### config.mk
export PLATFORM = sky130hd
export DESIGN_NAME = bcd_time_counter
export DESIGN_NICKNAME = d
export VERILOG_FILES = /design/src/rtl/bcd_time_counter.sv
export SDC_FILE = /design/constraint.sdc
export NUM_CORES = 1
export LEC_CHECK = 0
export CAP_MARGIN = 30
export CORE_AREA = 2 2 89 91
export DETAILED_ROUTE_END_ITERATION = 6
export DIE_AREA = 0 0 91 93
export MAX_ROUTING_LAYER = met4
export PLACE_DENSITY = 0.62
export SYNTH_ARGS = -nofsm -noshare
export SYNTH_HDL_FRONTEND = slang
export SYNTH_SLANG_ARGS = --single-unit
### constraint.sdc
create_clock -name clk -period 6.8 [get_ports clk]
set_input_delay 1.02 -clock clk [delete_from_list [all_inputs] [get_ports clk]]
set_output_delay 1.02 -clock clk [all_outputs]
set_load 0.01 [all_outputs]
### src/rtl/bcd_time_counter.sv
// hh:mm:ss BCD timekeeper with a 1 Hz prescaler and a manual set mode.
// Define BCD_TIME_COUNTER_12H_EN for 12-hour display with a PM flag; otherwise hours run 00..23.
module bcd_time_counter #(
    parameter int CLK_DIV = 50_000_000
) (
    input  logic       clk,
    input  logic       rst,
    input  logic       set_mode,
    input  logic       inc_hr,
    input  logic       inc_min,
    output logic [3:0] hr_t,
    output logic [3:0] hr_u,
    output logic [3:0] min_t,
    output logic [3:0] min_u,
    output logic [3:0] sec_t,
    output logic [3:0] sec_u,
    output logic       sec_tick,
    output logic       day_wrap,
    output logic       pm
);

    localparam int              PW        = (CLK_DIV > 1) ? $clog2(CLK_DIV) : 1;
    localparam logic [PW-1:0]   PRESC_MAX = PW'(CLK_DIV - 1);

    localparam logic [0:0] ST_RUN = 1'b0;
    localparam logic [0:0] ST_SET = 1'b1;

`ifdef BCD_TIME_COUNTER_12H_EN
    localparam logic [3:0] HR_T_RST = 4'd1;
    localparam logic [3:0] HR_U_RST = 4'd2;
`else
    localparam logic [3:0] HR_T_RST = 4'd0;
    localparam logic [3:0] HR_U_RST = 4'd0;
`endif

    logic [0:0]    state;
    logic [PW-1:0] presc;

    logic [3:0] sec_t_nxt, sec_u_nxt;
    logic [3:0] min_t_nxt, min_u_nxt;
    logic [3:0] hr_t_nxt, hr_u_nxt;
    logic       sec_last, min_last, hr_last, pm_flip;

    // Successor of each digit pair on its own, with no carry between fields;
    // the sequential block decides which fields actually move.
    always_comb begin
        sec_last  = (sec_t == 4'd5) && (sec_u == 4'd9);
        min_last  = (min_t == 4'd5) && (min_u == 4'd9);
        sec_t_nxt = sec_t;
        sec_u_nxt = sec_u + 4'd1;
        min_t_nxt = min_t;
        min_u_nxt = min_u + 4'd1;
        if (sec_u == 4'd9) begin
            sec_u_nxt = 4'd0;
            sec_t_nxt = (sec_t == 4'd5) ? 4'd0 : sec_t + 4'd1;
        end
        if (min_u == 4'd9) begin
            min_u_nxt = 4'd0;
            min_t_nxt = (min_t == 4'd5) ? 4'd0 : min_t + 4'd1;
        end

        hr_t_nxt = hr_t;
        hr_u_nxt = hr_u + 4'd1;
        pm_flip  = 1'b0;
`ifdef BCD_TIME_COUNTER_12H_EN
        // 12 is the first hour of each half-day, so 12 -> 01 and 11 -> 12 flips PM.
        hr_last = (hr_t == 4'd1) && (hr_u == 4'd1) && pm;
        if ((hr_t == 4'd1) && (hr_u == 4'd2)) begin
            hr_t_nxt = 4'd0;
            hr_u_nxt = 4'd1;
        end else if ((hr_t == 4'd1) && (hr_u == 4'd1)) begin
            hr_t_nxt = 4'd1;
            hr_u_nxt = 4'd2;
            pm_flip  = 1'b1;
        end else if (hr_u == 4'd9) begin
            hr_t_nxt = hr_t + 4'd1;
            hr_u_nxt = 4'd0;
        end
`else
        hr_last = (hr_t == 4'd2) && (hr_u == 4'd3);
        if (hr_last) begin
            hr_t_nxt = 4'd0;
            hr_u_nxt = 4'd0;
        end else if (hr_u == 4'd9) begin
            hr_t_nxt = hr_t + 4'd1;
            hr_u_nxt = 4'd0;
        end
`endif
    end

    // Mode switching takes priority over counting, so a set_mode rise on a
    // prescaler wrap clears the seconds instead of advancing them.
    always_ff @(posedge clk) begin
        if (rst) begin
            state    <= ST_RUN;
            presc    <= '0;
            hr_t     <= HR_T_RST;
            hr_u     <= HR_U_RST;
            min_t    <= 4'd0;
            min_u    <= 4'd0;
            sec_t    <= 4'd0;
            sec_u    <= 4'd0;
            sec_tick <= 1'b0;
            day_wrap <= 1'b0;
            pm       <= 1'b0;
        end else begin
            sec_tick <= 1'b0;
            day_wrap <= 1'b0;
            if (state == ST_RUN) begin
                if (set_mode) begin
                    state <= ST_SET;
                    presc <= '0;
                    sec_t <= 4'd0;
                    sec_u <= 4'd0;
                end else if (presc == PRESC_MAX) begin
                    presc    <= '0;
                    sec_tick <= 1'b1;
                    sec_t    <= sec_t_nxt;
                    sec_u    <= sec_u_nxt;
                    if (sec_last) begin
                        min_t <= min_t_nxt;
                        min_u <= min_u_nxt;
                        if (min_last) begin
                            hr_t     <= hr_t_nxt;
                            hr_u     <= hr_u_nxt;
                            pm       <= pm ^ pm_flip;
                            day_wrap <= hr_last;
                        end
                    end
                end else begin
                    presc <= presc + 1'b1;
                end
            end else begin
                presc <= '0;
                if (!set_mode) begin
                    state <= ST_RUN;
                end else begin
                    if (inc_min) begin
                        min_t <= min_t_nxt;
                        min_u <= min_u_nxt;
                    end
                    if (inc_hr) begin
                        hr_t <= hr_t_nxt;
                        hr_u <= hr_u_nxt;
                        pm   <= pm ^ pm_flip;
                    end
                end
            end
        end
    end

endmodule

==> flow_metrics.env <==
export IMPL_seq_area_frac_synth_pct=41.01
export IMPL_place_area_mm2=0.002970
export IMPL_ys_ff_latch=53
export IMPL_postCtsSetupRepairBufs=0
export IMPL_yosysWarningCount=0
export IMPL_critPathArrivalTime_ps=3330
export IMPL_floorplan_initialDensity_pct=34.38
export IMPL_grt_overflow=0
export IMPL_synth_nets=313
export IMPL_syn_cell_area_mm2=0.002587
export IMPL_critPathBufInv=1
export IMPL_outcome="finished clean"
export IMPL_path_clk_slew_ps=100
export IMPL_fin_skew_ps=7.118
export IMPL_async_reset_ff_share_pct=0
export IMPL_rsz0062_at_grt="false"
export IMPL_fin_crit_sh_pct=45.53
export IMPL_grt_usage_pct=13.07
export IMPL_synth_avg_cell_area_um2=8.654
export IMPL_htreeDepth=2
export IMPL_yosys_area_top_type_share_pct=41.01
export IMPL_synth_ff_type="dfxtp_1"
export IMPL_post_cts_resized=0
export IMPL_grt_pass1_vias=2013
export IMPL_vias=2163
export IMPL_synth_edf_count=0
export IMPL_regArea_mm2=0.001061
export IMPL_design_die_area_mm2=0.008463
export IMPL_drtIter0Drc=62
export IMPL_cp_slowest_cell="clkdlybuf4s50_1"
export IMPL_fin_tns_setup_ps=0
export IMPL_synth_area_leaders="dfxtp_1 (41%), nor2_1 (6.5%), xnor2_1 (5.1%)"
export IMPL_wl_um=5225
export IMPL_grt_pass1_wl_um=8997
export IMPL_final_area_mm2=0.003104
export IMPL_num_rows=32
export IMPL_slowest_delay_ps=560
export IMPL_crit_required_ps=7030
export IMPL_crit_path_start_kind="primary input"
export IMPL_relSlewSlack_pct=33.79
export IMPL_min_delay_path_class="register to register"
export IMPL_crit_type="primary input to register"
export IMPL_fill_cells=790
export IMPL_crit_path_end_kind="register"
export IMPL_fin_hold_ws_ps=491.0
export IMPL_cts_tree="done"
export IMPL_multi_input_area_mm2=0.001433
export IMPL_finish_utilization_pct=41.24
export IMPL_path_delay_family="simple AND/OR/NAND/NOR gates"
export IMPL_grt_max_degree=29
export IMPL_maxCapViolations=0
export IMPL_drv_slew=0
export IMPL_ir_worst_vdd_mv=0.09710
export IMPL_worstPathCellList="clkdlybuf4s50_1, or2_2, nor2_1, nor4b_2, o21ai_0, or3b_2, a21oi_1"
export IMPL_post_synth_top_area_cell="dfxtp_1"
export IMPL_tightest_slew_ps=990.1
export IMPL_n_antenna_cell=0
export IMPL_gp_congestion=0.8252
export IMPL_leakage_uw=0.001054
export IMPL_ys_types=42
export IMPL_ios=32
export IMPL_finalSetupViolCount=0
export IMPL_routedWlPerCell_um=12.21
export IMPL_fin_cells=428
export IMPL_worstPathMaxFanout=10
export IMPL_cts_buffers=5
export IMPL_drcViolationCount=0
export IMPL_clock_latency_ps=310
export IMPL_hold_violations=0
export IMPL_via_per_inst=5.054
export IMPL_power_density_mw_per_mm2=188.9
export IMPL_nets=339
export IMPL_cts_buffer_depth=2
export IMPL_dp_cells=420
export IMPL_cts_root_buf="clkbuf_8"
export IMPL_area_delta_synth_final_pct=19.97
export IMPL_antenna_found_initial=0
export IMPL_ctsHoldBuffers=0
export IMPL_synth_cells=299
export IMPL_design_core_area_mm2=0.007527
export IMPL_fp_dieW_um=91
export IMPL_cts_sinks=53
export IMPL_die_h_um=93
export IMPL_final_min_clock_period_ps=3096
export IMPL_firstDrtPassIters=4
export IMPL_timing_fmax_mhz=323.0
export IMPL_ant_nets=0
export IMPL_drive_above_1_share_pct=5.828
export IMPL_io_buffers=30
export IMPL_dpl_hpwl_um=3725
==> flip-flops by register name, indices dropped and copies added (netlist names) <==
name	cells
presc	26
hr_t	4
hr_u	4
min_t	4
min_u	4
sec_t	4
sec_u	4
day_wrap	1
sec_tick	1
state	1
==> cells in the final DEF, fill, tap and decap left out, drive strengths merged, types with 2 or more instances in the layout <==
cell	count
dfxtp	53
nor2	45
clkdlybuf4s50	30
nand3	24
xnor2	15
xor2	14
inv	13
nand2	11
a21oi	11
nor3	10
and3	10
o21ai	9
ha	9
nand4	7
or3	6
a211oi	5
clkbuf	5
and4	4
and3b	4
mux2i	4
nor4b	3
or4	3
nand2b	3
a31oi	3
a311oi	3
o31ai	3
nor3b	2
a31o	2
o211ai	2
bufinv	2
==> through the flow <==
step	setup slack (ps)	power (µW)
floorplan	3952	336.5
global placement	3491	343.7
detailed placement	3408	344.1
CTS	3720	594.3
global route	3573	607.1
finish	3704	586.3
==> worst reg2reg max path, stage by stage, from the launching register on <==
cell,delay [ps]
dfxtp_1,410
ha_1,330
nand3_2,210
or3_1,420
o31a_1,360
or4_1,520
a21oi_1,140
==> synth_stat cells (3+ instances only) <==
library cell,count
nand2_1,11
a211oi_1,5
inv_1,13
a31oi_1,3
or4_1,3
and3_1,10
ha_1,9
nor4b_2,3
nand3_1,23
nand2b_1,3
nor2_1,45
xor2_1,14
nand4_1,6
a21oi_1,11
o21ai_0,9
xnor2_1,15
a311oi_1,3
mux2i_1,4
or3_1,6
clkbuf_1,10
and4_1,4
and3b_1,4
nor3_1,10
dfxtp_1,53
==> power breakdown <==
group	internal (µW)	leakage, µW	switching, µW	total [µW]
sequential	312	0.000428	3.07	315
clock	146	0.0000681	103	250
combinational	8.56	0.000558	12.9	21.5
==> per-layer routing <==
layer,routed length [µm],up-vias,global-route usage [%]
met1,2478,1012,15.76
li1,-,1108,-
met4,80,0,4.545
met2,2487,33,21.67
met5,0,-,-
met3,179,10,2.981
==> path summary, 6_finish.rpt <==
path / start / end / slack (ps) / cells past startpoint
setup reg to reg: presc[0] / hr_t[3] / 4330 / 6
setup / recovery: set_mode / min_t[2] / 3700 / 7
hold / removal: presc[0] / presc[0] / 490 / 1
hold reg to reg: presc[0] / presc[0] / 490 / 1
==> logic make-up after synthesis <==
logic type | share of synthesized area (%)
AOI/OAI and AO/OA | 10.35
xor gates and xnor gates | 9.816
adders and majority gates | 4.352
buffers and inverters | 3.627
DFF | 41.01
muxes | 1.547
other | 0.1449
and+or+nand+nor | 29.16
==> layout make-up <==
class | count | area share, %
clock buffer | 5 | 2.217
clock inverter | 3 | 2.096
inverter | 13 | 1.572
multi-input combinational | 222 | 46.15
sequential | 53 | 34.18
tap | 102 | 4.111
timing repair buffer | 30 | 9.674
Note: power is estimated with default switching activity, not from simulation.
